**src/rtl/mem_bist_pkg.sv**
```systemverilog
// Shared types and defaults for the memory BIST sequencer.
// MEM_BIST_INV_PASS_EN (see mem_bist_ctrl) adds an inverted-pattern pass.
package mem_bist_pkg;

  localparam int DEPTH_DEF  = 32;
  localparam int ADDR_W_DEF = 8;
  localparam int DATA_W_DEF = 32;
  localparam int ERR_W      = 8;

  typedef enum logic [2:0] {
    ST_IDLE,
    ST_WRITE,
    ST_GAP,
    ST_READ,
    ST_DONE
  } state_e;

  // Bit i of the replicated address byte {N{a[7:0]}}.
  function automatic logic lane_bit(input logic [7:0] a8, input int i);
    return a8[3'(i % 8)];
  endfunction

endpackage

```
**src/rtl/mem_bist_if.sv**
```systemverilog
// Memory-side port of the BIST sequencer: controller drives enables, address
// and write data; the memory returns combinational read data.
interface mem_bist_if #(
  parameter int ADDR_W = 8,
  parameter int DATA_W = 32
);
  logic              Mem_Read;
  logic              Mem_Write;
  logic [ADDR_W-1:0] Mem_Addr;
  logic [DATA_W-1:0] M_W_Data;
  logic [DATA_W-1:0] M_R_Data;

  modport master (
    output Mem_Read, Mem_Write, Mem_Addr, M_W_Data,
    input  M_R_Data
  );

  modport slave (
    input  Mem_Read, Mem_Write, Mem_Addr, M_W_Data,
    output M_R_Data
  );
endinterface

```
**src/rtl/mem_bist_pattern.sv**
```systemverilog
// Address-dependent test pattern: seed ^ {N{addr[7:0]}}, optionally inverted.
module mem_bist_pattern
  import mem_bist_pkg::*;
#(
  parameter int ADDR_W = ADDR_W_DEF,
  parameter int DATA_W = DATA_W_DEF
) (
  input  logic [ADDR_W-1:0] addr,
  input  logic [DATA_W-1:0] seed,
  input  logic              invert,
  output logic [DATA_W-1:0] pat
);

  logic [7:0] lane;

  always_comb begin
    lane = 8'(addr);
    pat  = '0;
    for (int i = 0; i < DATA_W; i++) begin
      pat[i] = seed[i] ^ lane_bit(lane, i) ^ invert;
    end
  end

endmodule

```
**src/rtl/mem_bist_ctrl.sv**
```systemverilog
// Memory BIST sequencer: write pattern, one gap cycle, read back and compare.
// Define MEM_BIST_INV_PASS_EN to follow with a second pass using ~pattern.
module mem_bist_ctrl
  import mem_bist_pkg::*;
#(
  parameter int DEPTH  = DEPTH_DEF,
  parameter int ADDR_W = ADDR_W_DEF,
  parameter int DATA_W = DATA_W_DEF
) (
  input  logic              clk,
  input  logic              rst,
  input  logic              start,
  input  logic [DATA_W-1:0] seed,
  mem_bist_if.master        mem,
  output logic              busy,
  output logic              done,
  output logic              pass,
  output logic [ERR_W-1:0]  err_cnt,
  output logic [ADDR_W-1:0] first_err_addr
);

  localparam logic [ADDR_W-1:0] LAST_ADDR = ADDR_W'(DEPTH - 1);
  localparam logic [ERR_W-1:0]  ERR_MAX   = '1;

  state_e             state_q, state_d;
  logic [ADDR_W-1:0]  addr_q, addr_d;
  logic [DATA_W-1:0]  seed_q, seed_d;
  logic               inv_q, inv_d;
  logic [ERR_W-1:0]   err_q, err_d;
  logic [ADDR_W-1:0]  ferr_q, ferr_d;
  logic               pass_q, pass_d;
  logic               done_q, done_d;
  logic               busy_q, busy_d;
  logic               rd_q, rd_d;
  logic               wr_q, wr_d;
  logic [ADDR_W-1:0]  maddr_q, maddr_d;
  logic [DATA_W-1:0]  wdata_q, wdata_d;
  logic [DATA_W-1:0]  pat_nxt, pat_cur;
  logic               mismatch;

  // Write data is registered, so it is generated from next-cycle address/seed.
  mem_bist_pattern #(.ADDR_W(ADDR_W), .DATA_W(DATA_W)) u_pat_nxt (
    .addr   (addr_d),
    .seed   (seed_d),
    .invert (inv_d),
    .pat    (pat_nxt)
  );

  mem_bist_pattern #(.ADDR_W(ADDR_W), .DATA_W(DATA_W)) u_pat_cur (
    .addr   (addr_q),
    .seed   (seed_q),
    .invert (inv_q),
    .pat    (pat_cur)
  );

  always_comb begin
    state_d  = state_q;
    addr_d   = addr_q;
    seed_d   = seed_q;
    inv_d    = inv_q;
    err_d    = err_q;
    ferr_d   = ferr_q;
    pass_d   = pass_q;
    done_d   = 1'b0;
    busy_d   = 1'b1;
    rd_d     = 1'b0;
    wr_d     = 1'b0;
    mismatch = (state_q == ST_READ) && (mem.M_R_Data != pat_cur);

    unique case (state_q)
      ST_IDLE: begin
        busy_d = 1'b0;
        if (start) begin
          state_d = ST_WRITE;
          seed_d  = seed;
          inv_d   = 1'b0;
          err_d   = '0;
          ferr_d  = '0;
          pass_d  = 1'b0;
          addr_d  = '0;
          wr_d    = 1'b1;
          busy_d  = 1'b1;
        end
      end
      ST_WRITE: begin
        if (addr_q == LAST_ADDR) begin
          state_d = ST_GAP;
          addr_d  = '0;
        end else begin
          addr_d = addr_q + 1'b1;
          wr_d   = 1'b1;
        end
      end
      ST_GAP: begin
        state_d = ST_READ;
        addr_d  = '0;
        rd_d    = 1'b1;
      end
      ST_READ: begin
        if (mismatch) begin
          if (err_q != ERR_MAX) err_d = err_q + 1'b1;
          if (err_q == '0)      ferr_d = addr_q;
        end
        if (addr_q != LAST_ADDR) begin
          addr_d = addr_q + 1'b1;
          rd_d   = 1'b1;
        end else begin
          addr_d = '0;
`ifdef MEM_BIST_INV_PASS_EN
          if (!inv_q) begin
            state_d = ST_WRITE;
            inv_d   = 1'b1;
            wr_d    = 1'b1;
          end else begin
            state_d = ST_DONE;
            done_d  = 1'b1;
            pass_d  = (err_d == '0);
          end
`else
          state_d = ST_DONE;
          done_d  = 1'b1;
          pass_d  = (err_d == '0);
`endif
        end
      end
      ST_DONE: begin
        state_d = ST_IDLE;
        busy_d  = 1'b0;
      end
      default: begin
        state_d = ST_IDLE;
        busy_d  = 1'b0;
      end
    endcase
  end

  // Address and data are forced to zero whenever no access is issued.
  always_comb begin
    maddr_d = (rd_d || wr_d) ? addr_d : '0;
    wdata_d = wr_d ? pat_nxt : '0;
  end

  always_ff @(posedge clk) begin
    if (rst) begin
      state_q <= ST_IDLE;
      addr_q  <= '0;
      inv_q   <= 1'b0;
      err_q   <= '0;
      ferr_q  <= '0;
      pass_q  <= 1'b0;
      done_q  <= 1'b0;
      busy_q  <= 1'b0;
      rd_q    <= 1'b0;
      wr_q    <= 1'b0;
      maddr_q <= '0;
      wdata_q <= '0;
    end else begin
      state_q <= state_d;
      addr_q  <= addr_d;
      inv_q   <= inv_d;
      err_q   <= err_d;
      ferr_q  <= ferr_d;
      pass_q  <= pass_d;
      done_q  <= done_d;
      busy_q  <= busy_d;
      rd_q    <= rd_d;
      wr_q    <= wr_d;
      maddr_q <= maddr_d;
      wdata_q <= wdata_d;
    end
  end

  always_ff @(posedge clk) begin
    seed_q <= seed_d;
  end

  assign mem.Mem_Read    = rd_q;
  assign mem.Mem_Write   = wr_q;
  assign mem.Mem_Addr    = maddr_q;
  assign mem.M_W_Data    = wdata_q;
  assign busy            = busy_q;
  assign done            = done_q;
  assign pass            = pass_q;
  assign err_cnt         = err_q;
  assign first_err_addr  = ferr_q;

endmodule

```
**src/flat_wrapper.sv**
```systemverilog
// flat-port wrapper written by rule: the top's interface ports become plain ports
module mem_bist_ctrl_flat import mem_bist_pkg::*;
#(
  parameter int DEPTH  = DEPTH_DEF,
  parameter int ADDR_W = ADDR_W_DEF,
  parameter int DATA_W = DATA_W_DEF
)
  (clk, rst, start, seed, busy, done, pass, err_cnt, first_err_addr, mem_Mem_Read, mem_Mem_Write, mem_Mem_Addr, mem_M_W_Data, mem_M_R_Data);
  mem_bist_if #(.ADDR_W(ADDR_W), .DATA_W(DATA_W)) mem_i ();
  input  logic clk;
  input  logic rst;
  input  logic start;
  input  logic [DATA_W-1:0] seed;
  output logic busy;
  output logic done;
  output logic pass;
  output logic [ERR_W-1:0] err_cnt;
  output logic [ADDR_W-1:0] first_err_addr;
  output wire logic [$bits(mem_i.Mem_Read)-1:0] mem_Mem_Read;
  output wire logic [$bits(mem_i.Mem_Write)-1:0] mem_Mem_Write;
  output wire logic [$bits(mem_i.Mem_Addr)-1:0] mem_Mem_Addr;
  output wire logic [$bits(mem_i.M_W_Data)-1:0] mem_M_W_Data;
  input wire logic [$bits(mem_i.M_R_Data)-1:0] mem_M_R_Data;
  assign mem_Mem_Read = mem_i.Mem_Read;
  assign mem_Mem_Write = mem_i.Mem_Write;
  assign mem_Mem_Addr = mem_i.Mem_Addr;
  assign mem_M_W_Data = mem_i.M_W_Data;
  assign mem_i.M_R_Data = mem_M_R_Data;
  mem_bist_ctrl #(.DEPTH(DEPTH), .ADDR_W(ADDR_W), .DATA_W(DATA_W)) u_core (.clk(clk), .rst(rst), .start(start), .seed(seed), .mem(mem_i), .busy(busy), .done(done), .pass(pass), .err_cnt(err_cnt), .first_err_addr(first_err_addr));
endmodule
```
**config.mk**
```make
export PLATFORM = sky130hd
export DESIGN_NAME = mem_bist_ctrl_flat
export DESIGN_NICKNAME = d
export VERILOG_FILES = /design/src/rtl/mem_bist_pkg.sv /design/src/rtl/mem_bist_if.sv /design/src/rtl/mem_bist_pattern.sv /design/src/rtl/mem_bist_ctrl.sv /design/src/flat_wrapper.sv
export SDC_FILE = /design/constraint.sdc
export NUM_CORES = 1
export LEC_CHECK = 0
export CAP_MARGIN = 10
export CORE_AREA = 2 2 91 93
export CTS_BUF_LIST = sky130_fd_sc_hd__clkbuf_16
export CTS_CLUSTER_SIZE = 28
export DETAILED_ROUTE_END_ITERATION = 10
export DIE_AREA = 0 0 93 95
export PLACE_DENSITY_LB_ADDON = 0.3
export SLEW_MARGIN = 20
export SYNTH_ARGS = -nofsm -noshare
export SYNTH_HDL_FRONTEND = slang
export SYNTH_SLANG_ARGS = --single-unit
```
**constraint.sdc**
```tcl
create_clock -name clk -period 7.6 [get_ports clk]
set_input_delay 1.52 -clock clk [delete_from_list [all_inputs] [get_ports clk]]
set_output_delay 1.52 -clock clk [all_outputs]
set_load 0.03 [all_outputs]
```
-- After elaboration in Yosys (flattened, before gate mapping)
Index checks and enable logic that the tools add are counted.
- bits of input ports: 67
- output and inout bits: 61
- bits in registers: 98
- bitwise gates (word level): 67
- muxes and demuxes: 30
- reduce and logical (&&, ||, !) cells: 15
- equality and inequality tests: 12
- add/subtract/negate cells: 2
- operators by type and width (operator ; count):
    8-bit two-way mux ; 9
    1-bit XOR ; 64
    28-bit two-way mux ; 2
    32-bit inequality test ; 1
    8-bit one-hot mux with 2 select lines ; 2
    8-bit one-hot mux with 4 select lines ; 1
    8-bit by 1-bit adder with 8-bit output (second input constant) ; 2
    8-bit logical NOT ; 2
    3-bit one-hot mux with 4 select lines ; 1
    3-bit two-way mux ; 3
    8-bit by 5-bit equality test with 1-bit output (second input constant) ; 1
    1-bit two-way mux ; 8
    8-bit by 5-bit inequality test with 1-bit output (second input constant) ; 1
    8-bit inequality test (second input constant) ; 1
    1-bit one-hot mux with 2 select lines ; 4
    3-bit by 2-bit equality test with 1-bit output (second input constant) ; 2
    2-bit inequality test (second input constant) ; 3
    3-bit AND reduction ; 2
    2-bit OR reduction ; 3
    2-bit by 1-bit inequality test with 1-bit output (second input constant) ; 2
    2-bit AND reduction ; 2
    4-bit AND reduction ; 1
    3-bit by 1-bit equality test with 1-bit output (second input constant) ; 1
    3-bit logical NOT ; 1
    5 further kinds ; 7

-- Longest topological paths before layout
- depth in word-level cells: 9
- depth in mapped cells: 11
- depth with buffers taken out: 9

-- By module
From an unflattened synthesis, not the netlist that was laid out.
- cells, all modules: 472
- area total of the unflattened synthesis: 5225.0 sq um
- modules (own cells, without submodules) (module ; area each (sq um) ; instances ; cells each):
    mem_bist_ctrl ; 4093.9 ; 1 ; 396
    mem_bist_pattern ; 565.5 ; 2 ; 38

-- Worst setup path before layout
OpenSTA, ideal clock, no wires.
- path kind: input port to flip-flop
- from: input port mem_M_R_Data[14]
- to: register u_core.pass_q, in the netlist u_core.pass
- library setup time: 0.084 ns
- buffers on the path: 0
- arrival time: 3.548 ns
- stages: 8
- required time: 7.516 ns
- slack: 3.968 ns
- path through: or4_1 -> nor4_2 -> o22ai_1 -> nor4_4 -> a211oi_1 -> mux2_4 -> nand2b_4 -> o31ai_2
- cells in the longest elaborated chain, start to end: 7
- ends and longest elaborated chain (element ; RTL line ; text):
    from (decl) ; flat_wrapper.sv:23 ; input wire logic [$bits(mem_i.M_R_Data)-1:0] mem_M_R_Data;
    32-bit inequality test ; mem_bist_ctrl.sv:68 ; mismatch = (state_q == ST_READ) && (mem.M_R_Data != pat_cur);
    1-bit logical AND ; mem_bist_ctrl.sv:68 ;
    8-bit two-way mux ; mem_bist_ctrl.sv:100 ; if (mismatch) begin
    8-bit two-way mux ; mem_bist_ctrl.sv:70 ; unique case (state_q)
    8-bit logical NOT ; mem_bist_ctrl.sv:122 ; pass_d = (err_d == '0);
    1-bit two-way mux ; mem_bist_ctrl.sv:104 ; if (addr_q != LAST_ADDR) begin
    1-bit one-hot mux with 2 select lines ; mem_bist_ctrl.sv:70 ;
    to (signal assigned) ; mem_bist_ctrl.sv:163 ; pass_q <= pass_d;
    to (decl) ; mem_bist_ctrl.sv:31 ; logic pass_q, pass_d;
Every way passes these cells. The select of a mux whose other input is x is not followed.
A chain may end at the register's enable or synchronous reset.

-- Final worst setup path
- from: input port mem_M_R_Data[14]
- to: register u_core.err_q[7], in the netlist u_core.err_cnt[7]
- cells in the longest elaborated chain, start to end: 5
- ends and longest elaborated chain (element ; RTL line ; text):
    32-bit inequality test ; mem_bist_ctrl.sv:68 ;
    1-bit logical AND ; mem_bist_ctrl.sv:68 ;
    8-bit two-way mux ; mem_bist_ctrl.sv:100 ;
    8-bit two-way mux ; mem_bist_ctrl.sv:70 ;
    8-bit one-hot mux with 2 select lines ; mem_bist_ctrl.sv:70 ;
    to (signal assigned) ; mem_bist_ctrl.sv:161 ; err_q <= err_d;
    to (decl) ; mem_bist_ctrl.sv:29 ; logic [ERR_W-1:0] err_q, err_d;
Every way passes these cells. The select of a mux whose other input is x is not followed.

==> results.json <==
{
  "status": "completed",
  "placed_cells": 646,
  "fin_tns_setup_ns": 0,
  "layout_commonest_cell": "clkdlybuf4s50_1",
  "critPathMaxFanout": 6,
  "regArea_um2": 1480,
  "multiInputGateArea_um2": 2090,
  "setup_viol": 0,
  "rsz0062_at_grt": "false",
  "tightest_slew_ns": 0.968,
  "ys_seq_elements": 74,
  "diodes": 0,
  "die_h_um": 95,
  "synth_ff_type": "dfxtp_1",
  "synth_edf_count": 0,
  "cts.clk_slew.worst_paths_ns": 0.06,
  "wl_per_cell_um": 14.0,
  "synth_seq_area_share_pct": 38.8,
  "avgSynthCellArea_um2": 8.12,
  "postSynthNetCount": 540,
  "netlist_area_um2": 3820,
  "gp_congestion": 0.869,
  "finalCriticalPeriod_ns": 4.00,
  "portBuffers": 111,
  "initial_utilization_pct": 48.1,
  "rows": 33,
  "nets": 622,
  "slew_violations": 0,
  "ctsHoldBuffers": 0,
  "synth_top_area_share_pct": 38.8,
  "hold_path.class": "flop to flop",
  "max_freq_ghz": 0.250,
  "antenna_found_initial": 0,
  "drv_cap": 0,
  "p_leak_nw": 1.85,
  "hold_depth": 2,
  "async_flop_share_pct": 0,
  "n_fill_cell": 674,
  "arrival_ns": 4.22,
  "core_um2": 7930,
  "cts_max_level": 3,
  "max-slew-margin-rel_pct": 34.9,
  "area_delta_synth_final_pct": 35.7,
  "ir_worst_vdd_mv": 0.148,
  "clkLatencyLatePin_ns": 0.34,
  "critical_path_class": "input port to flop",
  "drtPass1Iterations": 4,
  "grt.total_usage_pct": 21.9,
  "die_w_um": 93,
  "syn_inst": 470,
  "critPathRequiredTime_ns": 7.82,
  "ys_top_cells_by_area": "dfxtp_1, xnor2_1, nand2_1",
  "cts_setup_buffers": 0,
  "synth_cell_types": 57,
  "final_cell_mix": "clkdlybuf4s50_1, dfxtp_1, nand2_1",
  "p_per_area_nw_per_um2": 208,
  "r2r_cells": 9,
  "detail_route.vias_per_cell": 5.13,
  "first_global_vias": 3179,
  "max-clock-path-buffers": 2,
  "ios": 128,
  "grt_max_degree": 59,
  "grt_pass1_wl_um": 15000,
  "instances_no_fill": 662,
  "cts_tree": "done",
  "die_area_um2": 8840,
  "dp_hpwl_um": 6730,
  "ant_nets": 0,
  "numClockSinks": 74,
  "grt.overflow.total": 0,
  "cts-resized-gates": 0,
  "crit_path_end_kind": "flop",
  "ctsRootBufferMaster": "clkbuf_16",
  "route.vias.total": 3396,
  "finalCritPeriodShare_pct": 52.6,
  "start_kind": "input port",
  "ys_warn_count": 0,
  "fin_worst_skew_ns": 0.00723,
  "drive_gt1_share_pct": 6.10,
  "post-route-drc-count": 0,
  "final-hold-violation-count": 0,
  "numCtsBuffers": 9,
  "wl_um": 9290,
  "synth_largest_area_cell": "dfxtp_1",
  "drt_iter0_drc": 196
}
[path summary, 6_finish.rpt]
| path | from | end | slack (ns) |
|---|---|---|---|
| min | u_core.seed_q[18] | u_core.seed_q[18] | 0.48 |
| max | mem_M_R_Data[14] | u_core.err_cnt[7] | 3.60 |
| max reg2reg | u_core.addr_q[1] | u_core.mem.Mem_Addr[1] | 4.39 |
| min reg2reg | u_core.seed_q[18] | u_core.seed_q[18] | 0.48 |
[through the flow]
stage                     utilization, %  power (mW)  area, um^2  hold WS, ns  worst slack (ns)
final                               65.3        1.08        5180        0.481              3.60
after global routing                65.3        1.12        5180        0.501              3.45
after CTS                           65.3        1.08        5170        0.483              3.39
after detailed placement            61.3       0.632        4860        0.474              3.04
after global placement              61.3       0.626        4860        0.467              3.12
after floorplan                        -       0.562        3820        0.460              3.97
[logic make-up after synthesis]
| family | synth area share [%] |
|---|---|
| AND/OR/NAND/NOR | 28.7 |
| flip-flops | 38.8 |
| AO/OA/AOI/OAI | 10.1 |
| XOR/XNOR | 12.6 |
| buffers and inverters | 6.75 |
| multiplexers | 2.03 |
| adder cells (fa/ha/maj) | 0.984 |
[worst max-delay path, stage by stage]
cell             delay, ns
clkdlybuf4s50_1       0.42
or4_1                 0.54
nor4_2                0.23
o22ai_1               0.15
nor4_4                0.53
a2111oi_0             0.23
mux2i_1               0.33
o21ai_0               0.12
nor2b_1               0.14
[state kept, by name, summed over array words and instances (netlist names), 3 cells and up]
register               count
u_core.mem.M_W_Data       17
u_core.addr_q              8
u_core.err_cnt             8
u_core.first_err_addr      8
u_core.mem.Mem_Addr        8
u_core.state_q             3
u_core.seed_q             16
[synthesized netlist by cell type, drive strengths merged (2+ instances only)]
cell	n
dfxtp	74
nand2	73
nor2	55
xnor2	52
a21oi	32
buf	23
clkbuf	20
nand3	16
nor2b	14
nor3	12
o21ai	11
nand3b	8
nor4	8
inv	7
nand2b	6
nand4	5
and2	4
and3	4
mux2i	4
or3	4
a31oi	3
ha	3
mux2	3
or4	3
xor2	3
a2111oi	2
a211oi	2
nor3b	2
nor4b	2
o31ai	2
[metal layers]
| metal | wire (um) | vias up | global-route usage (%) |
|---|---|---|---|
| met5 | 0 | - | 0 |
| met4 | 161 | 0 | 8.09 |
| met3 | 560 | 16 | 6.70 |
| met2 | 4490 | 107 | 36.1 |
| met1 | 4080 | 1548 | 27.2 |
| li1 | - | 1725 | - |
[cell type report]
cell class                 instances  share of cell area (%)
sequential                        74                    28.6
multi-input combinational        346                    40.3
clock inverter                     7                    1.79
tap                              105                    2.54
inverter                           7                   0.507
timing repair buffer             114                    21.9
clock buffer                       9                    4.35
[power breakdown]
part	switching, mW	leakage, nW	internal (mW)
clock	0.168	0.151	0.287
sequential	0.0196	0.605	0.413
combinational	0.0980	1.09	0.0933
total	0.286	1.85	0.793
Power figures use the tool's default switching activity.
